`src/rtl/branch_sequencer.sv`:
```
// Branch sequencer: flag register, branch condition evaluation, PC update and flush pulse; taken counter with BRANCH_STATS_EN.
// Latency: branch decision visible on pc/taken/flush one clk edge after the input cycle.
// Backpressure: stall freezes pc, flags and flush counter, and suppresses taken.
module branch_sequencer #(
    parameter int                ADDR_W       = 16,
    parameter int                OPCODE_W     = 4,
    parameter int                OFFSET_W     = 8,
    parameter logic [ADDR_W-1:0] RESET_PC     = '0,
    parameter int                FLUSH_CYCLES = 2
) (
    input  logic                clk,
    input  logic                rst_n,
    input  logic                stall,
    input  logic                br_valid,
    input  logic [OPCODE_W-1:0] opcode,
    input  logic [OFFSET_W-1:0] offset,
    input  logic [ADDR_W-1:0]   abs_target,
    input  logic                use_abs,
    input  logic                flag_we,
    input  logic                neg_in,
    input  logic                zero_in,
    input  logic                carry_in,
    input  logic                ovf_in,
    output logic [ADDR_W-1:0]   pc,
    output logic                taken,
    output logic                flush,
    output logic [3:0]          flags,
    output logic [15:0]         taken_count
);

    localparam logic [3:0] OP_JMP = 4'b0001;
    localparam logic [3:0] OP_BGT = 4'b0100;
    localparam logic [3:0] OP_BLT = 4'b0101;
    localparam logic [3:0] OP_BEQ = 4'b0110;
    localparam logic [3:0] OP_BNE = 4'b0111;
    localparam logic [3:0] OP_BGE = 4'b1000;
    localparam logic [3:0] OP_BLE = 4'b1001;
    localparam logic [3:0] OP_BCS = 4'b1010;
    localparam logic [3:0] OP_BVS = 4'b1011;

    localparam logic [3:0] FLUSH_LOAD = 4'(FLUSH_CYCLES);

    logic [3:0]        flag_q;
    logic [3:0]        eff_flags;
    logic              eff_n;
    logic              eff_z;
    logic              eff_c;
    logic              eff_v;
    logic              op_upper_zero;
    logic              cond_hit;
    logic              cond_taken;
    logic [ADDR_W-1:0] pc_q;
    logic [ADDR_W-1:0] offset_ext;
    logic [ADDR_W-1:0] target;
    logic [ADDR_W-1:0] pc_next;
    logic [3:0]        flush_cnt;
    logic [3:0]        flush_cnt_next;
    logic              flush_q;
    logic              taken_q;

    // Wider opcodes are only branches when the bits above [3:0] are clear.
    generate
        if (OPCODE_W > 4) begin : g_wide_op
            assign op_upper_zero = ~|opcode[OPCODE_W-1:4];
        end else begin : g_narrow_op
            assign op_upper_zero = 1'b1;
        end
    endgenerate

    // Same-cycle forwarding lets a flag-setting op feed the branch right behind it.
    assign eff_flags = flag_we ? {neg_in, zero_in, carry_in, ovf_in} : flag_q;
    assign eff_n     = eff_flags[3];
    assign eff_z     = eff_flags[2];
    assign eff_c     = eff_flags[1];
    assign eff_v     = eff_flags[0];

    always_comb begin
        cond_hit = 1'b0;
        case (opcode[3:0])
            OP_JMP:  cond_hit = 1'b1;
            OP_BGT:  cond_hit = ~eff_n & ~eff_z;
            OP_BLT:  cond_hit = eff_n;
            OP_BEQ:  cond_hit = eff_z;
            OP_BNE:  cond_hit = ~eff_z;
            OP_BGE:  cond_hit = ~eff_n;
            OP_BLE:  cond_hit = eff_n | eff_z;
            OP_BCS:  cond_hit = eff_c;
            OP_BVS:  cond_hit = eff_v;
            default: cond_hit = 1'b0;
        endcase
    end

    assign cond_taken = br_valid & ~stall & op_upper_zero & cond_hit;

    assign offset_ext = ADDR_W'($signed(offset));
    assign target     = use_abs ? abs_target : pc_q + offset_ext;
    assign pc_next    = cond_taken ? target : pc_q + ADDR_W'(1);

    // A taken branch restarts the flush window rather than extending it.
    always_comb begin
        flush_cnt_next = flush_cnt;
        if (!stall) begin
            if (cond_taken) begin
                flush_cnt_next = FLUSH_LOAD;
            end else if (flush_cnt != 4'd0) begin
                flush_cnt_next = flush_cnt - 4'd1;
            end
        end
    end

    always_ff @(posedge clk) begin
        if (!rst_n) begin
            pc_q      <= RESET_PC;
            flag_q    <= 4'd0;
            taken_q   <= 1'b0;
            flush_cnt <= 4'd0;
            flush_q   <= 1'b0;
        end else if (stall) begin
            taken_q   <= 1'b0;
        end else begin
            pc_q      <= pc_next;
            taken_q   <= cond_taken;
            flush_cnt <= flush_cnt_next;
            flush_q   <= (flush_cnt_next != 4'd0);
            if (flag_we) begin
                flag_q <= {neg_in, zero_in, carry_in, ovf_in};
            end
        end
    end

    assign pc    = pc_q;
    assign taken = taken_q;
    assign flush = flush_q;
    assign flags = flag_q;

`ifdef BRANCH_STATS_EN
    logic [15:0] count_q;

    always_ff @(posedge clk) begin
        if (!rst_n) begin
            count_q <= 16'd0;
        end else if (cond_taken && (count_q != 16'hFFFF)) begin
            count_q <= count_q + 16'd1;
        end
    end

    assign taken_count = count_q;
`else
    assign taken_count = 16'd0;
`endif

endmodule

```
`config.mk`:
```
export PLATFORM = sky130hd
export DESIGN_NAME = branch_sequencer
export DESIGN_NICKNAME = d
export VERILOG_FILES = /design/src/rtl/branch_sequencer.sv
export SDC_FILE = /design/constraint.sdc
export NUM_CORES = 1
export LEC_CHECK = 0
export BUFFER_PORTS_ARGS = -buffer_cell sky130_fd_sc_hd__buf_4
export CAP_MARGIN = 20
export CORE_MARGIN = 1.5
export CORE_UTILIZATION = 40
export CTS_CLUSTER_SIZE = 10
export DETAILED_ROUTE_END_ITERATION = 8
export GPL_ROUTABILITY_DRIVEN = 0
export PLACE_DENSITY_LB_ADDON = 0.3
export RECOVER_POWER = 50
export SLEW_MARGIN = 25
export SYNTH_ARGS = -nofsm -noshare
export SYNTH_HDL_FRONTEND = slang
export SYNTH_SLANG_ARGS = --single-unit
```
`constraint.sdc`:
```
create_clock -name clk -period 6.7 [get_ports clk]
set_clock_uncertainty 0.2 [all_clocks]
set_input_delay 1.34 -clock clk [delete_from_list [all_inputs] [get_ports clk]]
set_output_delay 1.34 -clock clk [all_outputs]
set_load 0.05 [all_outputs]
```
==> results.md <==
* Outcome: finished clean
* Ys flop type: dfxtp_1
* Distinct cells, synth at 60
* Final Cycle Share at 56.9%
* Antenna diode count at 0
* Multi-input gate area at 1920 um2
* Max FO, Critical Path at 18
* Met1 GRT Util at 27.9%
* Core area at 6350 um2
* Worst path max stage delay at 0.58 ns
* # IOs at 76
* CTS root buffer: clkbuf_8
* GRT overflow at 0
* All-Layer GR Usage at 19.7%
* Die height at about 84 um
* Crit path buf inv count at 2
* Port-buffer cells at 59
* Power per standard cell area at 183 nW/um2
* Slew HR at 47.4%
* Clock slew at the register clock pins of the worst setup and hold paths at 0.09 ns
* Largest net degree at the start of global routing at 40
* RSZ-0062 raised after global routing: no
* Cts hold-fix bufs at 0
* CTS Buf Count at 3
* Routed wire length at 6980 um
* Clk buf depth at 2
* Worst Tran Pin Value at 0.790 ns
* Initial antenna violation count at 0
* Arr. time, crit path at 3.78 ns
* Vias in the first global route at 2478
* Mapped Avg Cell Area at roughly 7.6 um2
* Cts repair resizes at 0
* Cell taking the most area after synthesis: dfxtp_1
* Post-synth EDFFs at 0
* Commonest non-fill, non-tap cell in the layout: buf_4
* Combinational share of power at between 40% and 50%
* Mapped Area at 2620 um2
* MaxCap Viol Count at 0
* Top cell type's share of synthesized area at 19.8%
* FP Rows at 29
* H-tree Lvls at 1
* First-pass GRT wire length at 11700 um
* DP Wirelength at 5290 um
* Ratio of cells with drive above 1 in the final layout at 11.9%
* Max-slew violation total from the final report at 0
* Worst setup SP type: input pin
* Die W at 84.0 um
* Area after DPL at 3030 um2
* Internal power at between 0.3 and 0.4 mW
* CTS sink count at 26
* CP Cell Sequence: clkbuf_1, inv_1, and3_1, nand3_1, o21ba_1, or4b_1, o2111a_1
* Fmax at about 0.26 GHz
* Post-CTS Setup Bufs at 0
* WS Path Type: input pin to register
* Initial core utilization at 41.3%
* Pre-Repair DR Iteration Count at 4
* Antenna viol nets, final at 0
* Asr flop ratio synth at 0%
* Top delay family on crit path: buffers and inverters
* Filler cells at 659
* Final nets at 452
* Critical Path Sink Type: register
* Die area at between 7000 and 8000 um2
* Average routed wire per standard cell at roughly 15 um
* CP required at 6.67 ns
* Cell leakage power at 1.28 nW
* Vias at ~2700
* Hold Crit Class: register to register
* Global routing's busiest layer: met2
* NetSw at about 0.23 mW
* TNS Setup at 0 ns
* Hold WS at 0.334 ns
* CTS tree: yes
* Register area at 520 um2
* Slowest-stage cell, CP: clkbuf_1
* Final hold vios at 0
* Met2 GRT Util at 32.8%
* Most frequent cells in the layout: 38 x buf_4, 30 x nor2_1, 26 x nand2_1, 26 x dfxtp_1, 23 x a21oi_1
* Skew-Pair Late Insertion Delay at 0.27 ns
* 1st-iter DRT viols at 189
* Fin area at 3020 um2
* Synth top area cells: dfxtp_1 20%, ha_1 8.1%, buf_4 4.9%
* Final setup fails at 0
* Post-Syn Instances at 347
* Sequential element share of the synthesized area at 19.8%
* DRC violations left at 0
* Vias per inst at ~5.8
* VDD IR max at roughly 0.13 mV
* Ys Warns at 0
* Synthesis-to-layout area growth at 15.0%
* Reg power frac at 35.8%
* Clock Power Share at 18.7%
* Min Tclk post-route at 3.81 ns
* M3 GR Usage at 2.27%
* Sw Share at roughly 42%
* Post-synthesis register bit count at 26
-- worst min-delay path, stage by stage, from the launching register on --
cell and delay [ns]:
dfxtp_1 0.36, mux2i_1 0.07, nor2_1 0.08
-- power groups by stage --
stage          logic, mW  registers [mW]  clock network (mW)
2_1_floorplan      0.172           0.225                   0
4_1_cts            0.256           0.198               0.107
3_5_place_dp       0.255           0.201                   0
6_report           0.251           0.198               0.104
5_1_grt            0.277           0.202               0.114
3_3_place_gp       0.252           0.200                   0
-- Yosys cell counts (3+ instances only) --
library cell	n
nor2_1	30
dfxtp_1	26
nand2_1	26
a21oi_1	23
nand3_1	21
buf_4	17
ha_1	17
inv_1	16
nand4_1	14
o21ai_0	14
nor2b_1	13
mux2i_1	11
clkbuf_1	9
xnor2_1	9
xor2_1	9
nor3_1	6
a211oi_1	5
and3_1	5
or4_1	5
a21o_1	4
a31oi_1	4
a211o_1	3
nand2b_1	3
o211ai_1	3
o22ai_1	3
o311ai_0	3
-- per-layer routing --
metal / part of all wire (%) / vias to the layer above
met5: 0 / -
met4: 0.99 / 0
met2: 47 / 83
met3: 4.2 / 6
li1: - / 1356
met1: 48 / 1282
-- path summary, 6_finish.rpt --
path                          from               endpoint  slack (ns)  cells past startpoint
max                          stall     pc[9]$_SDFFE_PN0N_        2.89                      7
max reg2reg     pc[0]$_SDFFE_PN0N_    pc[10]$_SDFFE_PN0N_        3.80                      9
min reg2reg  flags[0]$_SDFFE_PN0N_  flags[0]$_SDFFE_PN0N_        0.33                      2
min          flags[0]$_SDFFE_PN0N_  flags[0]$_SDFFE_PN0N_        0.33                      2
-- sequential cells by signal, indices dropped and copies added (netlist names) --
register	count
taken	1
flags	4
pc	16
flush_cnt	4
flush	1
-- final cells by class --
class / count / share of cell area (%)
Tap cell: 77 / 3.19
Clock buffer: 4 / 1.82
Multi-Input combinational cell: 290 / 63.7
Sequential cell: 26 / 17.3
Inverter: 16 / 1.99
Timing Repair Buffer: 59 / 12.1
-- per-stage QoR --
stage | power [mW] | cells | worst slack [ns] | util (%)
2_1_floorplan | 0.397 | 362 | 3.20 | -
3_3_place_gp | 0.452 | 468 | 2.97 | 47.8
6_report | 0.553 | 472 | 2.89 | 47.5
3_5_place_dp | 0.456 | 468 | 2.92 | 47.8
4_1_cts | 0.561 | 472 | 3.21 | 48.6
5_1_grt | 0.594 | 472 | 2.70 | 47.5
-- cells by family after synthesis --
| group | after synthesis | synth area share, % |
|---|---|---|
| xor+xnor | 18 | 6.01 |
| compound gates | 89 | 23.6 |
| mux | 13 | 5.48 |
| flops | 26 | 19.8 |
| simple gates | 136 | 26.7 |
| buf+inv | 46 | 9.39 |
| other cells | 1 | 0.143 |
| fa+ha+maj | 18 | 8.87 |
Power figures use the tool's default switching activity.
